<file path="src/rtl/spi_host_data_sequencer.sv">
// Byte sequencer between the SPI_HOST TX/RX data FIFOs and the byte-wide shift engine.
// Unpacks {data, be} TX words into enabled bytes and packs RX bytes into 32-bit words.
module spi_host_data_sequencer #(
  parameter int unsigned LenW = 9
) (
  input  logic            clk_i,
  input  logic            rst_ni,
  input  logic            sw_rst_i,
  input  logic            cmd_valid_i,
  output logic            cmd_ready_o,
  input  logic [LenW-1:0] cmd_len_i,
  input  logic [1:0]      cmd_dir_i,
  input  logic [31:0]     core_tx_data_i,
  input  logic [3:0]      core_tx_be_i,
  input  logic            core_tx_valid_i,
  output logic            core_tx_ready_o,
  output logic [31:0]     core_rx_data_o,
  output logic            core_rx_valid_o,
  input  logic            core_rx_ready_i,
  output logic [7:0]      sr_tx_byte_o,
  output logic            sr_tx_valid_o,
  input  logic            sr_tx_ready_i,
  input  logic [7:0]      sr_rx_byte_i,
  input  logic            sr_rx_valid_i,
  output logic            sr_rx_ready_o,
  output logic            busy_o
);

  localparam int unsigned CntW = LenW + 1;

  typedef enum logic [1:0] {StIdle, StActive, StFlush} state_e;

  state_e            state_q, state_d;
  logic [LenW-1:0]   len_q, len_d;
  logic [1:0]        dir_q, dir_d;
  logic [CntW-1:0]   tx_cnt_q, tx_cnt_d, rx_cnt_q, rx_cnt_d;
  logic [31:0]       tx_data_q, tx_data_d;
  logic [3:0]        tx_be_q, tx_be_d;
  logic [31:0]       rx_word_q, rx_word_d;
  logic              rx_full_q, rx_full_d;

  logic [CntW-1:0]   seg_bytes;
  logic              cmd_hs, tx_done, rx_done, active;
  logic              tx_send, tx_pop, rx_acc, rx_push;
  logic [1:0]        tx_lane, rx_lane;

  assign seg_bytes = {1'b0, len_q} + {{LenW{1'b0}}, 1'b1};
  assign active    = (state_q == StActive);
  assign tx_done   = !dir_q[1] || (tx_cnt_q == seg_bytes);
  assign rx_done   = !dir_q[0] || (rx_cnt_q == seg_bytes);
  assign rx_lane   = rx_cnt_q[1:0];

  // Lowest enabled lane is served next; disabled lanes cost no cycles.
  always_comb begin
    tx_lane = 2'd0;
    for (int i = 3; i >= 0; i--) begin
      if (tx_be_q[i]) tx_lane = 2'(i);
    end
  end

  always_ff @(posedge clk_i or negedge rst_ni) begin
    if (!rst_ni) begin
      state_q   <= StIdle;
      len_q     <= '0;
      dir_q     <= '0;
      tx_cnt_q  <= '0;
      rx_cnt_q  <= '0;
      tx_data_q <= '0;
      tx_be_q   <= '0;
      rx_word_q <= '0;
      rx_full_q <= 1'b0;
    end else if (sw_rst_i) begin
      state_q   <= StIdle;
      len_q     <= '0;
      dir_q     <= '0;
      tx_cnt_q  <= '0;
      rx_cnt_q  <= '0;
      tx_data_q <= '0;
      tx_be_q   <= '0;
      rx_word_q <= '0;
      rx_full_q <= 1'b0;
    end else begin
      state_q   <= state_d;
      len_q     <= len_d;
      dir_q     <= dir_d;
      tx_cnt_q  <= tx_cnt_d;
      rx_cnt_q  <= rx_cnt_d;
      tx_data_q <= tx_data_d;
      tx_be_q   <= tx_be_d;
      rx_word_q <= rx_word_d;
      rx_full_q <= rx_full_d;
    end
  end

  always_comb begin
    state_d = state_q;
    unique case (state_q)
      StIdle: begin
        if (cmd_hs && (cmd_dir_i != 2'b00)) state_d = StActive;
      end
      StActive: begin
        // A full word must drain before the segment may close.
        if (tx_done && rx_done && (!rx_full_q || rx_push)) begin
          state_d = (rx_lane != 2'd0) ? StFlush : StIdle;
        end
      end
      StFlush: begin
        if (core_rx_ready_i) state_d = StIdle;
      end
      default: state_d = StIdle;
    endcase
  end

  always_comb begin
    cmd_ready_o     = (state_q == StIdle);
    busy_o          = (state_q != StIdle);
    core_tx_ready_o = active && (tx_be_q == 4'd0) && !tx_done && core_tx_valid_i;
    sr_tx_valid_o   = active && (tx_be_q != 4'd0) && !tx_done;
    sr_tx_byte_o    = tx_data_q[{tx_lane, 3'b000} +: 8];
    core_rx_valid_o = rx_full_q || (state_q == StFlush);
    core_rx_data_o  = rx_word_q;
    sr_rx_ready_o   = active && !rx_done && (!rx_full_q || core_rx_ready_i);
  end

  assign cmd_hs  = cmd_valid_i && cmd_ready_o;
  assign tx_send = sr_tx_valid_o && sr_tx_ready_i;
  assign tx_pop  = core_tx_ready_o;
  assign rx_acc  = sr_rx_valid_i && sr_rx_ready_o;
  assign rx_push = core_rx_valid_o && core_rx_ready_i;

  always_comb begin
    len_d     = len_q;
    dir_d     = dir_q;
    tx_cnt_d  = tx_cnt_q;
    rx_cnt_d  = rx_cnt_q;
    tx_data_d = tx_data_q;
    tx_be_d   = tx_be_q;
    rx_word_d = rx_word_q;
    rx_full_d = rx_full_q;

    if (cmd_hs) begin
      len_d    = cmd_len_i;
      dir_d    = cmd_dir_i;
      tx_cnt_d = '0;
      rx_cnt_d = '0;
    end

    if (tx_pop) begin
      tx_data_d = core_tx_data_i;
      tx_be_d   = core_tx_be_i;
    end else if (tx_send) begin
      tx_be_d[tx_lane] = 1'b0;
      tx_cnt_d         = tx_cnt_q + {{LenW{1'b0}}, 1'b1};
    end

    if (rx_push) begin
      rx_word_d = '0;
      rx_full_d = 1'b0;
    end
    if (rx_acc) begin
      // Lane 0 starts a fresh word so unfilled upper lanes read as zero.
      if (rx_lane == 2'd0) rx_word_d = {24'd0, sr_rx_byte_i};
      else rx_word_d[{rx_lane, 3'b000} +: 8] = sr_rx_byte_i;
      if (rx_lane == 2'd3) rx_full_d = 1'b1;
      rx_cnt_d = rx_cnt_q + {{LenW{1'b0}}, 1'b1};
    end
  end

endmodule

</file>
<file path="config.mk">
export PLATFORM = sky130hd
export DESIGN_NAME = spi_host_data_sequencer
export DESIGN_NICKNAME = d
export VERILOG_FILES = /design/src/rtl/spi_host_data_sequencer.sv
export SDC_FILE = /design/constraint.sdc
export NUM_CORES = 1
export LEC_CHECK = 0
export BUFFER_PORTS_ARGS = -buffer_cell sky130_fd_sc_hd__buf_2
export CAP_MARGIN = 5
export CORE_MARGIN = 3
export CORE_UTILIZATION = 51
export DETAILED_ROUTE_END_ITERATION = 6
export PLACE_DENSITY = 0.77
export SLEW_MARGIN = 20
export SYNTH_ARGS = -nofsm -noshare
export SYNTH_HDL_FRONTEND = slang
export SYNTH_SLANG_ARGS = --single-unit
</file>
<file path="constraint.sdc">
create_clock -name clk_i -period 2.8 [get_ports clk_i]
set_clock_uncertainty 0.1 [all_clocks]
set_input_delay 0.28 -clock clk_i [delete_from_list [all_inputs] [get_ports clk_i]]
set_output_delay 0.28 -clock clk_i [all_outputs]
set_load 0.05 [all_outputs]
</file>
# Yosys cells after proc, flatten, opt, wreduce, memory -nomap -nowiden
# Cells that the tools add are included.
word_totals:
  output_inout_bits: 46
  inputBits: 63
  reg_bits: 102
  wordCells: 102
classes:
  shifts: 3
  muxes: 37
  n_addsub: 4
  reduce_logical: 37
  bitwise_logic: 2
  n_lt_le_gt_ge: 2
  eq_ne: 8
ops:
  columns: ["op", "n"]
  rows:
  - ["$mux W32", 6]
  - ["$mux W10", 7]
  - ["$bwmux W32", 1]
  - ["$shift A8 B7 Y32 const A", 1]
  - ["$shiftx A32 B6 Y8", 1]
  - ["$shiftx A8 B7 Y32", 1]
  - ["$mux W2", 11]
  - ["$add A10 B1 Y10 const B", 2]
  - ["$eq A10 B10 Y1", 2]
  - ["$mux W9", 2]
  - ["$logic_and A1 B1 Y1", 15]
  - ["$mux W4", 3]
  - ["$add A9 B1 Y10 const B", 1]
  - ["$reduce_bool A2 Y1", 5]
  - ["$neg A5 Y7", 1]
  - ["$ne A3 B2 Y1 const B", 2]
  - ["$pmux W2 S3", 1]
  - ["$reduce_bool A3 Y1", 2]
  - ["$logic_not A1 Y1", 5]
  - ["$logic_or A1 B1 Y1", 5]
  - ["$mux W1", 5]
  - ["$and A4 B4 Y4", 1]
  - ["$eq A2 B2 Y1 const B", 2]
  - ["$logic_not A2 Y1", 2]
  - ["9 further kinds", 9]

# Longest topological paths before layout
# Gate-level depths: netlist of the first run.
depth:
  ltp_word: 13
  mapped_depth: 11

# Worst setup path before layout of the first run
# OpenSTA, ideal clock, no wires.
synth_path:
  kind: "register to output"
  startpoint: "reg len_q[1]"
  endpoint: "out sr_rx_ready_o"
  t_required_ps: 2420
  slack_ps: -170
  path_stages_with_launch: 11
  arrival_time_ps: 2590
  cell_sequence: "dfrtp_1 > ha_1 > nand3_2 > o21ai_0 > mux2_2 > nand3_1 > or4_4 > buf_6 > buf_2 > nand2_1 > nor2_1"
synth_between:
  elab_chain_len: 6
synth_lines:
  columns: ["item", "line", "rtl"]
  rows:
  - ["start, declared", "34", "logic [LenW-1:0] len_q, len_d;"]
  - ["start signal, assigned", "84", "len_q <= len_d;"]
  - ["$add A9 B1 Y10", "47", "assign seg_bytes = {1'b0, len_q} + {{LenW{1'b0}}, 1'b1};"]
  - ["$eq A10 B10 Y1", "50", "assign rx_done = !dir_q[0] || (rx_cnt_q == seg_bytes);"]
  - ["$logic_or A1 B1 Y1", "50", null]
  - ["$logic_not A1 Y1", "122", "sr_rx_ready_o = active && !rx_done && (!rx_full_q || core_rx_ready_i);"]
  - ["$logic_and A1 B1 Y1 (2 in a row)", "122", null]
  - ["end, declared", "25", "output logic sr_rx_ready_o,"]
# Every way passes these cells.

# Worst setup path after layout of the first run
layout_path:
  startpoint: "reg len_q[6]"
  endpoint: "out sr_rx_ready_o"
# Same word-level chain as after synthesis.

==> flow_summary.toml, run 1 <==
[run_status]
run_status = "finished with violations"
violations_in_the_final_reports = "negative setup slack"

[drt]
route.detailed.drc = 0
route.final.wire_length_mm = 16.4
routed_via_density = 6.14
vias = 5386
drt_iter0_markers = 423
drt_pass1_iterations = 5
detail_route.wl_per_cell_um = 18.7
drt.antenna.violating_nets = 0

[pwr]
p_sw_uw = 844
cellLeakagePower_uw = 0.00355
netSwitchingFraction_pct = 27.0
p_int_uw = 2280
worst_ir_drop_vdd_uv = 412
total_power_uw = 3120
power.density_nw_per_um2 = 426
p_seq_share_pct = 48.4
combinational_power_share_pct = 12.3
clock_power_share_pct = 39.4

[cts]
clk_path_buf_depth = 2
cts_inserted_buffers = 9
root_buffer = "clkbuf_16"
cts_htree_levels = 3
cts_tree = "built"
cts_num_sinks = 102
cts.clk_slew.worst_paths_ns = 0.07
worstSkewPairLatency_ns = 0.35

[worst_setup_path]
cp_cell_sequence = "buf_4 -> nand4_1 -> nor2_4 -> a311oi_2 -> nand3_2 -> or4_4 -> nand2_2 -> nor2_2 -> buf_6"
cp.arrival_ns = 2.53
ff2ff_setup_slack_ns = -0.03
cp_data_required_time_ns = 2.42
worst_setup_path_start_kind = "flip-flop"
timing.setup.critical_path_class = "flip-flop to primary output"
timing.critical_path.fanout_max = 5
critical_path.n_buffers_inverters = 2
worst_setup_path_end_kind = "primary output"
slowest_stage = "or4_4"
critPathTopFamily = "simple AND/OR/NAND/NOR gates"
worst_path_largest_cell_delay_ns = 0.59

[place]
post_dp_hpwl_mm = 11.2
postPlaceCellArea_um2 = 6570
finalWeightedCongestion = 0.934
port_buffers = 108

[grt]
grt_start_max_net_pins = 65
gr-total-overflow = 0
antenna_violations_before_repair = 0
first_global_vias = 5431
global_route.usage.total_pct = 25.7
grt_first_pass_wirelength_mm = 26.5

[die]
design.die.area_um2 = 12700
floorplan.die.width_um = 113
fp.coreArea_um2 = 11000
floorplan.initialDensity_pct = 52.8
top_ports = 109
fp.dieH_um = 113
placementRows = 38

[synthesis]
synthesis.area_per_instance_um2 = 9.53
synthDominantAreaCellType = "dfrtp_1"
synth_sequential_area_ratio_pct = 44.0
syn_area_um2 = 5800
yosysUniqueCellTypes = 68
yosys_most_used_dff = "dfrtp_1"
synth.ff_latch_count = 102
synth.area.top_cells = "dfrtp_1 (44%), mux2i_1 (5.5%), nand2_1 (4.3%)"
post-synth-top-area-fraction_pct = 44.0
synth-edff-count = 0
synth_nets = 679
synthArstFlopShare_pct = 100
syn-instance-count = 608
synth.yosys.warnings = 0

[layout]
most-common-layout-cells = "buf_2 (104), dfrtp_1 (100), nand2_1 (65)"
final_layout_size_suffix_gt1_share_pct = 31.3
final_cell_area_um2 = 7330
utilization_pct = 66.8
mostFrequentLayoutCell = "buf_2"
flow.area_growth_from_synthesis_pct = 26.5
num_antenna_cells = 0
design.final.nets = 803

[timing]
rsz_0062_raised_after_global_routing = "true"
setup_tns_ns = -0.279
final_period_minus_worst_setup_slack_ns = 2.91
finalSetupViolCount = 14
hold_viol_final = 0
fin_worst_hold_slack_ns = 0.0613
drv_slew = 0
actual_slew_at_the_worst_max_slew_pin_ns = 0.680
post-route-worst-setup-slack_ns = -0.108
fin_crit_sh_pct = 104
slew-limit-headroom_pct = 54.7
maxClockFrequency_mhz = 344

[job]
max_cap_viol_count = 0

[hold_path]
hp-class = "input port to flip-flop"
## stage by stage
| stage | setup slack, ns | instances |
|---|---|---|
| 6_report | -0.108 | 877 |
| 5_1_grt | -0.195 | 877 |
| 4_1_cts | -0.106 | 869 |
| 3_5_place_dp | 0.0209 | 843 |
| 3_3_place_gp | 0.0682 | 843 |
| 2_1_floorplan | 0.0187 | 608 |
## final timing paths
kind	cells past startpoint	startpoint	end
setup / recovery	9	len_q[6]$_DFFE_PN0P_	sr_rx_ready_o
hold / removal	3	core_tx_data_i[0]	tx_data_q[0]$_DFFE_PN0P_
setup reg to reg	10	len_q[6]$_DFFE_PN0P_	core_rx_data_o[8]$_DFF_PN0_
hold reg to reg	1	core_rx_data_o[3]$_DFF_PN0_	core_rx_data_o[3]$_DFF_PN0_
max in group asynchronous	3	rst_ni	tx_cnt_q[6]$_DFF_PN0_
min in group asynchronous	2	rst_ni	core_rx_data_o[13]$_DFF_PN0_
## power by group through the flow
stage | sequential, µW | clock (µW) | combinational (µW)
floorplan | 1530 | 0 | 187
global placement | 1540 | 0 | 328
detailed placement | 1540 | 0 | 334
CTS | 1510 | 1260 | 359
global route | 1510 | 1330 | 415
finish | 1510 | 1230 | 383
## sequential cells by signal (all words and copies together) (netlist names)
signal / cells
core_rx_data_o: 32
dir_q: 2
len_q: 9
rx_cnt_q: 10
rx_full_q: 1
state_q: 2
tx_be_q: 4
tx_cnt_q: 10
tx_data_q: 32
## synth_stat cells (5+ instances only)
| master | count |
|---|---|
| mux2i_1 | 32 |
| nand2_1 | 67 |
| o211ai_1 | 26 |
| nor2_1 | 50 |
| inv_1 | 16 |
| clkbuf_1 | 24 |
| o221ai_2 | 6 |
| o21ai_0 | 10 |
| nor3_1 | 7 |
| a222oi_1 | 8 |
| nand2b_1 | 10 |
| and3_1 | 11 |
| buf_6 | 5 |
| nand3_1 | 24 |
| buf_1 | 5 |
| or3_1 | 5 |
| a2111oi_0 | 6 |
| ha_1 | 8 |
| nand4_1 | 27 |
| buf_2 | 7 |
| a21o_1 | 7 |
| dfrtp_1 | 102 |
| xor2_1 | 6 |
| a21oi_1 | 38 |
| nor2b_1 | 6 |
| and2_1 | 6 |
| a32o_1 | 7 |
| xnor2_1 | 13 |
## timing repair
action | in CTS | in global routing
cloned | 0 | 3
hold buffers | 1 | 0
hold endpoints to repair | 38 | 0
gates resized for setup | 30 | 36
setup endpoints to repair | 4 | 87
pin swaps | 15 | 10
setup buffers | 9 | 5
## worst min-delay path, delay by kind of cell
kind                   cells  cell delay, ns
buffers and inverters      1            0.07
muxes                      1            0.05
and+or+nand+nor            1            0.07
## routing by layer
metal	track usage (%)	routed length (µm)	vias up
met3	6.52	1100	36
li1	-	-	2483
met2	41.3	8070	209
met4	9.78	399	0
met1	33.5	6790	2658
met5	0	0	-
## cell type report
cell class                 instances  area, µm²
fill                             860       3650
clock inverter                     6       56.3
clock buffer                      10        239
tap                              140        175
inverter                          17       63.8
sequential                       102       2550
multi-input combinational        443       3190
timing repair buffer             159       1060
## cells by family after synthesis
| logic type | after synthesis | share of synthesized area, % |
|---|---|---|
| DFF | 102 | 44.0 |
| AOI/OAI and AO/OA | 149 | 19.8 |
| adders and majority gates | 8 | 1.73 |
| and+or+nand+nor | 233 | 20.2 |
| muxes | 34 | 5.92 |
| buffers and inverters | 63 | 5.46 |
| xor gates and xnor gates | 19 | 2.87 |
(Power assumes the default switching activity.)
==> run 2: changes to the inputs <==
--- a/config.mk
+++ b/config.mk
@@ -11,6 +11,7 @@
 export CORE_UTILIZATION = 51
 export DETAILED_ROUTE_END_ITERATION = 6
 export PLACE_DENSITY = 0.77
+export RECOVER_POWER = 100
 export SLEW_MARGIN = 20
 export SYNTH_ARGS = -nofsm -noshare
 export SYNTH_HDL_FRONTEND = slang
==> run 2 against run 1 <==
Compared with the run above:
- the flow still finishes with violations (negative setup slack)
- power barely moved
- die area unchanged
- highest routed layer unchanged
- non-clock buffer count did not move
- critical endpoint unchanged
- combinational power fell by 2%
- sequential cell count is the same
- sequential power barely moved
- global-route usage is the same
==> flow_summary.toml, run 2 (synthesized netlist as in run 1, its figures left out) <==
[run_status]
run_status = "finished with violations"
violations_in_the_final_reports = "negative setup slack"

[worst_setup_path]
ff2ff_setup_slack_ns = -0.01
worst_setup_path_end_kind = "primary output"
cp_data_required_time_ns = 2.42
timing.setup.critical_path_class = "flip-flop to primary output"
slowest_stage = "or4_4"
timing.critical_path.fanout_max = 5
cp_cell_sequence = "buf_4 -> nand4_1 -> nor2_4 -> a311oi_2 -> nand3_2 -> or4_4 -> nand2_2 -> nor2_2 -> buf_6"
critPathTopFamily = "simple AND/OR/NAND/NOR gates"
worst_path_largest_cell_delay_ns = 0.58
cp.arrival_ns = 2.52
worst_setup_path_start_kind = "flip-flop"
critical_path.n_buffers_inverters = 2

[drt]
route.final.wire_length_mm = 16.3
routed_length_on_met2_mm = 8.09
route.top_layer_used = "met4"
drt.antenna.violating_nets = 0
vias = 5368
drt_iter0_markers = 443
detail_route.wl_per_cell_um = 18.6
wl_met3_mm = 1.08
route.detailed.drc = 0
drt_pass1_iterations = 5
routed_via_density = 6.12
wirelength_met1_mm = 6.72

[die]
design.die.area_um2 = 12700
top_ports = 109
placementRows = 38
floorplan.die.width_um = 113
floorplan.initialDensity_pct = 52.8
fp.coreArea_um2 = 11000
fp.dieH_um = 113

[pwr]
worst_ir_drop_vdd_uv = 419
power.density_nw_per_um2 = 430
cellLeakagePower_uw = 0.00338

[cts]
root_buffer = "clkbuf_16"
cts_htree_levels = 3
cts.clk_slew.worst_paths_ns = 0.07
cts_tree = "built"
cts_num_sinks = 102
worstSkewPairLatency_ns = 0.35
cts_inserted_buffers = 9
clk_path_buf_depth = 2

[layout]
flow.area_growth_from_synthesis_pct = 25.3
final_layout_size_suffix_gt1_share_pct = 26.5
design.final.nets = 803
num_antenna_cells = 0
filler_cell_count = 879
most-common-layout-cells = "dfrtp_1 (100), nand2_1 (65), buf_2 (61)"
mostFrequentLayoutCell = "dfrtp_1"

[place]
port_buffers = 108
finalWeightedCongestion = 0.934
post_dp_hpwl_mm = 11.2
detailedPlace.worstSlack_ns = 0.0209

[timing]
fin_crit_sh_pct = 104
slew-limit-headroom_pct = 33.7
drv_slew = 0
actual_slew_at_the_worst_max_slew_pin_ns = 0.995
setup_tns_ns = -0.190
finalSetupViolCount = 7
final_period_minus_worst_setup_slack_ns = 2.90
maxClockFrequency_mhz = 345
post-route-worst-setup-slack_ns = -0.0994
rsz_0062_raised_after_global_routing = "true"
hold_viol_final = 0

[job]
max_cap_viol_count = 0

[grt]
gr-total-overflow = 0
antenna_violations_before_repair = 0
global_route.usage.total_pct = 25.7
grt_first_pass_wirelength_mm = 26.5
first_global_vias = 5431
grt_start_max_net_pins = 65

[hold_path]
hp-class = "input port to flip-flop"
run 2: cell types whose count changed in the layout (fill, tap and decap cells not counted), sizes merged:
cell / delta
clkbuf: +46
buf: -46
run 2: path summary, 6_finish.rpt:
check,startpoint,to,depth (start not counted)
max,len_q[6]$_DFFE_PN0P_,sr_rx_ready_o,9
min,core_tx_data_i[18],tx_data_q[18]$_DFFE_PN0P_,3
max reg2reg,len_q[6]$_DFFE_PN0P_,core_rx_data_o[28]$_DFF_PN0_,10
min reg2reg,core_rx_data_o[3]$_DFF_PN0_,core_rx_data_o[3]$_DFF_PN0_,1
max in group asynchronous,rst_ni,tx_cnt_q[6]$_DFF_PN0_,3
min in group asynchronous,rst_ni,core_rx_data_o[13]$_DFF_PN0_,2
run 2: layout make-up:
| type | instances | area [µm²] | share of cell area, % |
|---|---|---|---|
| clock buffer | 10 | 239 | 3.29 |
| clock inverter | 6 | 56.3 | 0.775 |
| inverter | 17 | 63.8 | 0.878 |
| multi-input combinational | 443 | 3180 | 43.8 |
| sequential | 102 | 2550 | 35.2 |
| tap | 140 | 175 | 2.41 |
| timing repair buffer | 159 | 996 | 13.7 |
run 2: what timing repair did:
action / 4_1_cts / 5_1_grt
cloned: 0 / 3
hold endpoints to repair: 38 / 0
pin swaps: 15 / 10
resized for setup: 30 / 36
setup endpoints to repair: 4 / 87
hold buffers: 1 / 0
buffers inserted: 9 / 5
run 2: stage by stage:
stage	std cells	power, µW	hold slack [ns]	instance area (µm²)	utilization, %
after floorplan	608	1720	-0.116	5810	-
after global placement	843	1860	0.190	6570	59.8
after detailed placement	843	1870	0.200	6570	59.8
after CTS	869	3130	0.0531	7070	64.4
after global routing	877	3250	0.0547	7260	66.1
final	877	3130	0.0606	7260	66.1
run 2: worst register-to-register path: cells and delay by family, from the launching register on:
family / cells / cell delay (ns)
buf+inv: 3 / 0.54
simple gates: 4 / 0.97
compound gates: 3 / 0.70
flops: 1 / 0.44
run 2: power breakdown:
part	switching, µW	internal [µW]
Clock	598	642
Sequential	21.6	1490
Combinational	233	143
run 2: per-layer routing:
layer,vias up,GRT usage [%]
met5,-,0
met4,0,9.78
met3,40,6.52
met2,206,41.3
met1,2643,33.5
li1,2479,-
